## src/rtl/board_writer_pkg.sv

```systemverilog
// board_writer_pkg: constants, codes and the move-FSM state type shared by
// board_writer, its read mux and the board scanners.
//   - SQ_W / NUM_SQ / BOARD_W / POS_W : square, board and position widths
//   - PIECE_* : piece type codes held in bits [2:0] of a square
//   - DIR_*   : scan direction codes used by the scanners
//   - ERR_*   : errCode values reported on a rejected move
//   - state_t : move FSM states
//   - move_check() : rejection reason for a move, in priority order
package board_writer_pkg;

  localparam int SQ_W    = 4;
  localparam int NUM_SQ  = 64;
  localparam int BOARD_W = SQ_W * NUM_SQ;
  localparam int POS_W   = 6;

  localparam logic [2:0] PIECE_EMPTY = 3'b000;
  localparam logic [2:0] PIECE_PAWN  = 3'b001;
  localparam logic [2:0] PIECE_QUEEN = 3'b101;

  localparam logic [1:0] DIR_UP    = 2'b00;
  localparam logic [1:0] DIR_LEFT  = 2'b01;
  localparam logic [1:0] DIR_RIGHT = 2'b10;
  localparam logic [1:0] DIR_DOWN  = 2'b11;

  localparam logic [1:0] ERR_NONE        = 2'b00;
  localparam logic [1:0] ERR_SRC_EMPTY   = 2'b01;
  localparam logic [1:0] ERR_SAME_COLOUR = 2'b10;
  localparam logic [1:0] ERR_SAME_SQ     = 2'b11;

  typedef enum logic [2:0] {
    ST_IDLE  = 3'd0,
    ST_READ  = 3'd1,
    ST_CHECK = 3'd2,
    ST_WRITE = 3'd3,
    ST_DONE  = 3'd4,
    ST_ERR   = 3'd5
  } state_t;

  // Highest-priority reason wins: same square, then empty source, then a
  // destination occupied by a piece of the mover's own colour.
  function automatic logic [1:0] move_check(input logic [SQ_W-1:0]  src,
                                            input logic [SQ_W-1:0]  dst,
                                            input logic [POS_W-1:0] from_pos,
                                            input logic [POS_W-1:0] to_pos);
    logic [1:0] code;
    if (from_pos == to_pos) begin
      code = ERR_SAME_SQ;
    end else if (src[2:0] == PIECE_EMPTY) begin
      code = ERR_SRC_EMPTY;
    end else if ((dst[2:0] != PIECE_EMPTY) && (dst[3] == src[3])) begin
      code = ERR_SAME_COLOUR;
    end else begin
      code = ERR_NONE;
    end
    return code;
  endfunction

endpackage

```

## src/rtl/board_writer_square_mux.sv

```systemverilog
// square_mux: 64:1 read mux returning one 4-bit square of the packed board.
//   board : packed board, square n at bits [4n+3:4n]
//   sel   : square index (column*8 + row)
//   piece : contents of the selected square
module square_mux
  import board_writer_pkg::*;
(
  input  logic [BOARD_W-1:0] board,
  input  logic [POS_W-1:0]   sel,
  output logic [SQ_W-1:0]    piece
);

  assign piece = board[int'(sel) * SQ_W +: SQ_W];

endmodule

```

## src/rtl/board_writer.sv

```systemverilog
// board_writer: sole writer of the packed 64-square board. Accepts one move
// at a time over moveValid/moveReady, reads source and destination squares,
// rejects illegal moves with moveErr/errCode, otherwise lifts the source
// piece onto the destination and pulses moveDone.
// Ports:
//   clk, rst_n       : clock (rising edge), async active-low reset
//   initLoad         : one-cycle pulse, reload INIT_BOARD and abort any move
//   moveValid/Ready  : move handshake (moveReady combinational from state)
//   fromPos, toPos   : source / destination square, index = column*8 + row
//   bigBoard         : registered board
//   moveDone/moveErr : one-cycle result pulses; errCode valid with moveErr
//   capturedPiece    : previous contents of toPos for the last applied move
//   busy             : FSM not idle
//   promoted         : (BOARD_WRITER_PROMOTION_EN only) pawn became a queen
// Optional feature macro: BOARD_WRITER_PROMOTION_EN.
module board_writer
  import board_writer_pkg::*;
#(
  parameter logic [BOARD_W-1:0] INIT_BOARD = {BOARD_W{1'b0}}
`ifdef BOARD_WRITER_PROMOTION_EN
  ,
  parameter logic [2:0] QUEEN_CODE = 3'b101,
  parameter logic [2:0] PAWN_CODE  = 3'b001
`endif
)(
  input  logic               clk,
  input  logic               rst_n,
  input  logic               initLoad,
  input  logic               moveValid,
  output logic               moveReady,
  input  logic [POS_W-1:0]   fromPos,
  input  logic [POS_W-1:0]   toPos,
  output logic [BOARD_W-1:0] bigBoard,
  output logic               moveDone,
  output logic               moveErr,
  output logic [1:0]         errCode,
  output logic [SQ_W-1:0]    capturedPiece,
  output logic               busy
`ifdef BOARD_WRITER_PROMOTION_EN
  ,
  output logic               promoted
`endif
);

  state_t             state_r, state_next_s;
  logic [BOARD_W-1:0] board_r, write_board_s;
  logic [POS_W-1:0]   from_r, to_r;
  logic [SQ_W-1:0]    src_r, dst_r;
  logic [SQ_W-1:0]    src_s, dst_s;
  logic [SQ_W-1:0]    new_piece_s;
  logic [1:0]         err_s;
  logic               accept_s;

  assign moveReady = (state_r == ST_IDLE) & ~initLoad;
  assign busy      = (state_r != ST_IDLE);
  assign accept_s  = moveValid & moveReady;
  assign bigBoard  = board_r;
  assign err_s     = move_check(src_r, dst_r, from_r, to_r);

  square_mux u_src_mux (.board(board_r), .sel(from_r), .piece(src_s));
  square_mux u_dst_mux (.board(board_r), .sel(to_r),   .piece(dst_s));

`ifdef BOARD_WRITER_PROMOTION_EN
  logic promote_s;

  // A pawn reaching row 0 or row 7 is written back as a queen of its colour.
  always_comb begin
    new_piece_s = src_r;
    promote_s   = 1'b0;
    if ((src_r[2:0] == PAWN_CODE) && ((to_r[2:0] == 3'd0) || (to_r[2:0] == 3'd7))) begin
      new_piece_s = {src_r[3], QUEEN_CODE};
      promote_s   = 1'b1;
    end else begin
      new_piece_s = src_r;
      promote_s   = 1'b0;
    end
  end
`else
  assign new_piece_s = src_r;
`endif

  // One-hot square-enable decode: destination takes the piece, source is cleared.
  always_comb begin
    write_board_s = board_r;
    for (int i = 0; i < NUM_SQ; i++) begin
      if (to_r == 6'(i)) begin
        write_board_s[i * SQ_W +: SQ_W] = new_piece_s;
      end else if (from_r == 6'(i)) begin
        write_board_s[i * SQ_W +: SQ_W] = 4'h0;
      end else begin
        write_board_s[i * SQ_W +: SQ_W] = board_r[i * SQ_W +: SQ_W];
      end
    end
  end

  // Next-state logic; initLoad aborts whatever is in flight.
  always_comb begin
    state_next_s = state_r;
    if (initLoad) begin
      state_next_s = ST_IDLE;
    end else begin
      case (state_r)
        ST_IDLE:  state_next_s = accept_s ? ST_READ : ST_IDLE;
        ST_READ:  state_next_s = ST_CHECK;
        ST_CHECK: state_next_s = (err_s != ERR_NONE) ? ST_ERR : ST_WRITE;
        ST_WRITE: state_next_s = ST_DONE;
        ST_DONE:  state_next_s = ST_IDLE;
        ST_ERR:   state_next_s = ST_IDLE;
        default:  state_next_s = ST_IDLE;
      endcase
    end
  end

  // FSM state register.
  always_ff @(posedge clk or negedge rst_n) begin
    if (!rst_n) begin
      state_r <= ST_IDLE;
    end else begin
      state_r <= state_next_s;
    end
  end

  // Board, latched move operands and registered result pulses.
  always_ff @(posedge clk or negedge rst_n) begin
    if (!rst_n) begin
      board_r       <= INIT_BOARD;
      from_r        <= 6'd0;
      to_r          <= 6'd0;
      src_r         <= 4'h0;
      dst_r         <= 4'h0;
      moveDone      <= 1'b0;
      moveErr       <= 1'b0;
      errCode       <= 2'b00;
      capturedPiece <= 4'h0;
`ifdef BOARD_WRITER_PROMOTION_EN
      promoted      <= 1'b0;
`endif
    end else if (initLoad) begin
      board_r  <= INIT_BOARD;
      moveDone <= 1'b0;
      moveErr  <= 1'b0;
`ifdef BOARD_WRITER_PROMOTION_EN
      promoted <= 1'b0;
`endif
    end else begin
      moveDone <= 1'b0;
      moveErr  <= 1'b0;
`ifdef BOARD_WRITER_PROMOTION_EN
      promoted <= 1'b0;
`endif
      case (state_r)
        ST_IDLE: begin
          if (accept_s) begin
            from_r <= fromPos;
            to_r   <= toPos;
          end
        end
        ST_READ: begin
          src_r <= src_s;
          dst_r <= dst_s;
        end
        ST_CHECK: begin
          // Pulse is raised on entry to ERR so it lines up with that state.
          if (err_s != ERR_NONE) begin
            moveErr <= 1'b1;
            errCode <= err_s;
          end
        end
        ST_WRITE: begin
          board_r       <= write_board_s;
          moveDone      <= 1'b1;
          capturedPiece <= dst_r;
`ifdef BOARD_WRITER_PROMOTION_EN
          promoted      <= promote_s;
`endif
        end
        default: begin
        end
      endcase
    end
  end

endmodule

```

## config.mk

```make
export PLATFORM = sky130hd
export DESIGN_NAME = board_writer
export DESIGN_NICKNAME = d
export VERILOG_FILES = /design/src/rtl/board_writer_pkg.sv /design/src/rtl/board_writer_square_mux.sv /design/src/rtl/board_writer.sv
export SDC_FILE = /design/constraint.sdc
export NUM_CORES = 1
export LEC_CHECK = 0
export ABC_AREA = 0
export BUFFER_PORTS_ARGS = -buffer_cell sky130_fd_sc_hd__buf_4
export CAP_MARGIN = 25
export CORE_UTILIZATION = 50
export DETAILED_ROUTE_END_ITERATION = 8
export PLACE_DENSITY_LB_ADDON = 0.1
export SETUP_SLACK_MARGIN = 0.5
export SLEW_MARGIN = 20
export SYNTH_ARGS = -nofsm -noshare
export SYNTH_HDL_FRONTEND = slang
export SYNTH_SLANG_ARGS = --single-unit
```

## constraint.sdc

```tcl
create_clock -name clk -period 4.3 [get_ports clk]
set_input_delay 0.645 -clock clk [delete_from_list [all_inputs] [get_ports clk]]
set_output_delay 0.645 -clock clk [all_outputs]
set_load 0.01 [all_outputs]
```

==> flow_summary.toml, run 1 <==
[route]
detail_route.first_pass.iterations = 7
routed_via_density = 7.14
detailedRoute.firstIterationViolations = 2715
avgRoutedWirePerCell_um = 31.3
post-route-drc-count = 0
ant_nets = 0
routed_wirelength_mm = 69.4
vias = 15800

[worst_setup_path]
worst-endpoint-arrival_ns = 3.63
max_stage_delay_ns = 1.00
timing.critical_path.from = "to_r[0]"
cp_max_fo = 43
timing_worst_setup_path_type = "reg2reg"
worstPathCellList = "nor2b_2 > nand3_1 > o21ai_0 > o21ai_0 > a21o_1"
crit_buf_inv = 0
worst_r2r_path_depth = 5
crit_slowest_cell = "nor2b_2"
timing.critical_path.mode_cell = "o21ai_0"
critPathLaunchType = "register"
critical_path.reg2reg.startpoint = "to_r[0]"
crit_family = "simple AND/OR/NAND/NOR gates"
crit_path_end_kind = "register"
worst_ep_required_time_ns = 4.76
worstSetupPathDepth = 5

[global_routing]
maximum_number_of_pins_on_one_net_before_global_route_repair = 114
first_global_vias = 14900
wire_length_of_the_first_global_routing_pass_mm = 102
grt_antenna_before_repair = 3
grt.total_usage_pct = 40.9
globalRouteOverflowTotal = 0

[placement]
placed_cell_area_um2 = 19000
detailed_place_hpwl_mm = 48.5
number_of_port_buffers = 281
gp_congestion = 1.05

[clock_network]
cts_made_buffers = 30
post_cts.resized_instances = 0
cts_hold_buffers = 0
cts.path.max_buffers = 3
cts_root_buffer = "clkbuf_16"
tritoncts = "yes"
clk_latency_ns = 0.57
htree_num_levels = 1
postCtsSetupRepairBufs = 0
clk_pin_slew_ns = 0.06
clock_sinks = 287

[flow_run]
drv_cap = 0

[synth]
ys_seq_elements = 287
synth_cells = 1547
post_synth_net_total = 1563
synth_area_um2 = 16700
synth_sequential_area_ratio_pct = 43.1
synth_area_per_cell_um2 = 10.8
synth_async_sr_flop_share_pct = 100
synth_edf_count = 0
synth.lib_cells_used.distinct = 56
yosys_warnings = 0
synth_flop_cell = "dfrtp_1"

[sta]
holdWs_ns = 0.0705
clock-skew-final_ns = 0.00989
fmax_ghz = 0.316
finalMaxSlewViolations = 0
rsz_0062_raised_after_global_routing = "no"
post-route-min-period_ns = 3.17
setup_viol = 0
worst_pin_slew_ns = 1.28
hold_violations = 0
worst_slew_margin_rel_pct = 13.8
timing.final.crit_share_pct = 73.6
timing.setup.tns_ns = 0

[finish]
synthToLayoutAreaGrowth_pct = 20.0
layout.core_utilization_pct = 61.1
design_area_um2 = 20000
final_net_count = 1761
post_route_cells_drive_above_1_share_pct = 30.6

[floorplanning]
start_util_pct = 51.0
fp.coreArea_um2 = 32700
count_of_pins_on_the_block_boundary = 282
die_y_um = 185
rows = 66
dieWidth_um = 185
dieArea_um2 = 34100

[status]
status = "finished, final reports clean"

[pwr]
power.leakage_uw = 0.00981
power.density_cell_area_nw_per_um2 = 525
vdd_ir_drop_max_mv = 0.373

[min_path]
worst_hold_path_type = "in2async"
routing by layer:
metal / global-route usage (%) / wire [um] / up-vias
li1: - / - / 6346
met1: 55.2 / 25500 / 7831
met2: 59.2 / 29700 / 1352
met3: 13.2 / 10000 / 289
met4: 20.5 / 4090 / 2
met5: 0 / 16 / -
path summary, 6_finish.rpt:
path / end / slack [ns]
worst min-delay path: bigBoard[174] / 0.07
worst max register to register: bigBoard[38] / 1.13
worst max-delay path: bigBoard[38] / 1.13
min in group clk: from_r[3] / 0.31
worst min register to register: capturedPiece[0] / 0.51
max in group asynchronous: from_r[0] / 3.23
cell usage after synthesis (9+ instances only):
cell type	number	area [um^2]
dfrtp_1	287	7180
nor3_1	160	801
a21o_1	141	1060
nand2_1	119	447
o21ai_0	102	510
mux4_2	95	2140
clkbuf_1	82	308
mux2_2	68	766
nand3_1	53	265
o2bb2ai_1	51	447
o31ai_1	51	383
o22ai_1	49	307
nor2_1	41	154
buf_2	39	195
o21ai_1	25	125
mux2i_1	22	220
nor2b_1	21	131
nand2b_1	19	119
buf_4	15	113
mux4_1	11	289
nor4_1	10	62.6
nand4_1	9	56.3
worst register-to-register path, cell delays in order, from the launching register on:
cell	delay, ns
dfrtp_4	0.90
nor2b_2	1.06
nand3_1	0.42
o21ai_0	0.18
o21ai_0	0.23
a21o_1	0.27
metrics by stage:
stage	total power (uW)	setup WS, ns	cells
2_1_floorplan	6170	2.08	1547
3_3_place_gp	7610	1.28	2154
3_5_place_dp	7650	1.24	2154
4_1_cts	10200	1.28	2210
5_1_grt	10700	1.07	2211
6_report	10500	1.13	2215
state kept, by name, indices dropped and copies added (netlist names):
signal,count
new_piece_s,4
moveDone,1
bigBoard,256
moveErr,1
state_r,3
to_r,6
errCode,2
capturedPiece,4
dst_r,4
from_r,6
cell families (layout without fill, tap and decap cells):
logic type	count (synthesis)	in the layout	share of synthesized area [%]
AND/OR/NAND/NOR	457	457	13.4
AO/OA/AOI/OAI	451	451	18.5
multiplexers	196	196	20.5
flip-flops	287	287	43.1
other	0	4	0
XOR/XNOR	7	7	0.368
buffers and inverters	149	371	4.18
power by group:
part | internal [uW] | switching [uW]
sequential | 2920 | 784
clock | 1520 | 1090
combinational | 1450 | 2740
total | 5890 | 4610
final cells by class:
| type | count | area [um^2] |
|---|---|---|
| Antenna cell | 4 | 10.0 |
| Clock buffer | 50 | 927 |
| Clock inverter | 6 | 60.1 |
| Fill cell | 2790 | 12700 |
| Inverter | 4 | 15.0 |
| Multi-Input combinational cell | 1111 | 8840 |
| Sequential cell | 287 | 7190 |
| Tap cell | 442 | 553 |
| Timing Repair Buffer | 311 | 2400 |
placed cells by master, fill, tap and decap left out, drive strengths merged, types with 2 or more instances in the layout:
cell type and count:
buf 310, or4 2, nor4 10, nor2b 21
nand4 9, a211oi 6, o2bb2ai 51, and2 3
inv 3, or4b 6, a21o 141, or3 3
o22ai 49, o31ai 51, a32o 4, nand4b 2
or2 6, nand3 53, nor3 160, a21oi 3
dfrtp 287, and3 2, mux2i 22, a31oi 6
clkinv 4, xor2 3, mux2 68, nor2 41
a221oi 2, mux4 106, clkinvlp 2, nand2b 19
clkbuf 51, xnor2 4, diode 4, o32a 2
nand2 119, o21ai 127
Note: power is estimated with default switching activity, not from simulation.
==> inputs of run 2 (changes only) <==
clock period = 3.2 ns   (was 4.3 ns; I/O delays follow)
==> flow_summary.toml, run 2 (synthesis gave the netlist of run 1 again) <==
[global_routing]
grt.total_usage_pct = 43.2
maximum_number_of_pins_on_one_net_before_global_route_repair = 88
globalRouteOverflowTotal = 0
first_global_vias = 15100
wire_length_of_the_first_global_routing_pass_mm = 106
grt_antenna_before_repair = 3

[worst_setup_path]
critical_path.reg2reg.startpoint = "to_r[1]"
worstReg2RegEnd = "bigBoard[13]"
cp_max_fo = 11
worstPathCellList = "and2_1 > nand3_1 > o21ai_0 > o21ai_0 > a21o_1"
crit_buf_inv = 0
timing.critical_path.mode_cell = "o21ai_0"
critPathLaunchType = "register"
worst-endpoint-arrival_ns = 3.11
crit_path_end_kind = "register"
worst_r2r_path_depth = 5
worst_ep_required_time_ns = 3.61
timing.reg2reg.setup_slack_ns = 0.50
max_stage_delay_ns = 0.81
crit_family = "simple AND/OR/NAND/NOR gates"
crit_slowest_cell = "and2_1"
timing_worst_setup_path_type = "reg2reg"

[floorplanning]
fp.coreArea_um2 = 32700
count_of_pins_on_the_block_boundary = 282
dieWidth_um = 185
dieArea_um2 = 34100
start_util_pct = 51.0
die_y_um = 185
rows = 66

[sta]
fmax_ghz = 0.371
finalMaxSlewViolations = 0
timing.setup.tns_ns = 0
hold_violations = 5
rsz_0062_raised_after_global_routing = "yes"
clock-skew-final_ns = 0.0222
post-route-min-period_ns = 2.70
setup_viol = 0
worst_slew_margin_rel_pct = 35.5
holdWs_ns = -0.00674
worst_pin_slew_ns = 0.967
timing.final.crit_share_pct = 84.2

[finish]
final_net_count = 1832
largest_register_ff_count = 256
synthToLayoutAreaGrowth_pct = 24.3
nFillCells = 2752
layout.cells.most_common_list = "365 x buf_4, 282 x dfrtp_1, 160 x nor3_1, 141 x a21o_1, 118 x nand2_1"
layout.cells.most_common = "buf_4"
post_route_cells_drive_above_1_share_pct = 33.7

[clock_network]
cts_root_buffer = "clkbuf_16"
htree_num_levels = 2
clk_latency_ns = 0.53
tritoncts = "yes"
cts_made_buffers = 34
clock_sinks = 287
clk_pin_slew_ns = 0.06
cts.path.max_buffers = 3

[pwr]
power.density_cell_area_nw_per_um2 = 733
vdd_ir_drop_max_mv = 0.501
power.leakage_uw = 0.0102

[placement]
number_of_port_buffers = 281
detailed_place_hpwl_mm = 52.7
gp_congestion = 0.997

[route]
avgRoutedWirePerCell_um = 32.1
ant_nets = 0
detailedRoute.firstIterationViolations = 2324
routed_wirelength_mm = 73.4
post-route-drc-count = 0
vias = 16300
detail_route.first_pass.iterations = 6
routed_via_density = 7.13

[status]
status = "finished with violations"
failed_checks = "negative hold slack"

[flow_run]
drv_cap = 0

[min_path]
worst_hold_path_type = "in2async"
-- run 2: power breakdown --
group,internal [uW],total [uW],switching (uW),leakage (uW)
clock network,2330,3950,1620,0.000553
logic,2360,6490,4130,0.00572
registers,3930,4750,814,0.00395
-- run 2: metrics by stage --
step	setup slack [ns]	std cells	total power (uW)	utilization, %	area [um^2]
6_report	0.504	2285	15200	63.4	20700
5_1_grt	0.492	2283	15500	63.4	20700
4_1_cts	0.511	2281	14800	63.3	20700
3_5_place_dp	0.340	2220	10900	59.7	19500
3_3_place_gp	0.389	2220	10800	59.7	19500
2_1_floorplan	1.15	1547	8290	-	16700
-- run 2: layout make-up --
| type | count | area [um^2] | share of cell area (%) |
|---|---|---|---|
| clock buffer | 48 | 1030 | 4.96 |
| inverter | 4 | 15.0 | 0.0724 |
| clock inverter | 13 | 110 | 0.531 |
| antenna | 2 | 5.00 | 0.0241 |
| sequential | 287 | 7190 | 34.7 |
| multi-input combinational | 1111 | 8830 | 42.6 |
| timing repair buffer | 378 | 2990 | 14.4 |
| tap | 442 | 553 | 2.67 |
-- run 2: repair_timing --
action	CTS	global route
setup buffers	0	2
endpoints found under the setup margin	3	22
resized for setup	3	0
hold buffers	0	0
-- run 2: worst max-delay path by stage --
stage	to	cells past startpoint	slack [ns]	start
5_1_grt	dst_r[0]	7	0.49	to_r[0]
4_1_cts	dst_r[0]	7	0.51	to_r[0]
3_3_place_gp	dst_r[0]	7	0.39	to_r[0]
2_1_floorplan	from_r[0]	6	1.15	initLoad
3_5_place_dp	dst_r[0]	7	0.34	to_r[0]
6_report	bigBoard[13]	5	0.50	to_r[1]
-- run 2: routing by layer --
metal	vias to the layer above	part of all wire [%]	global-route usage, %	wire length (um)
met3	241	13	10.4	9510
met1	8152	38	60.2	27700
met4	0	5.3	19.4	3880
li1	6509	-	-	-
met5	-	0	0	0
met2	1382	44	64.0	32300
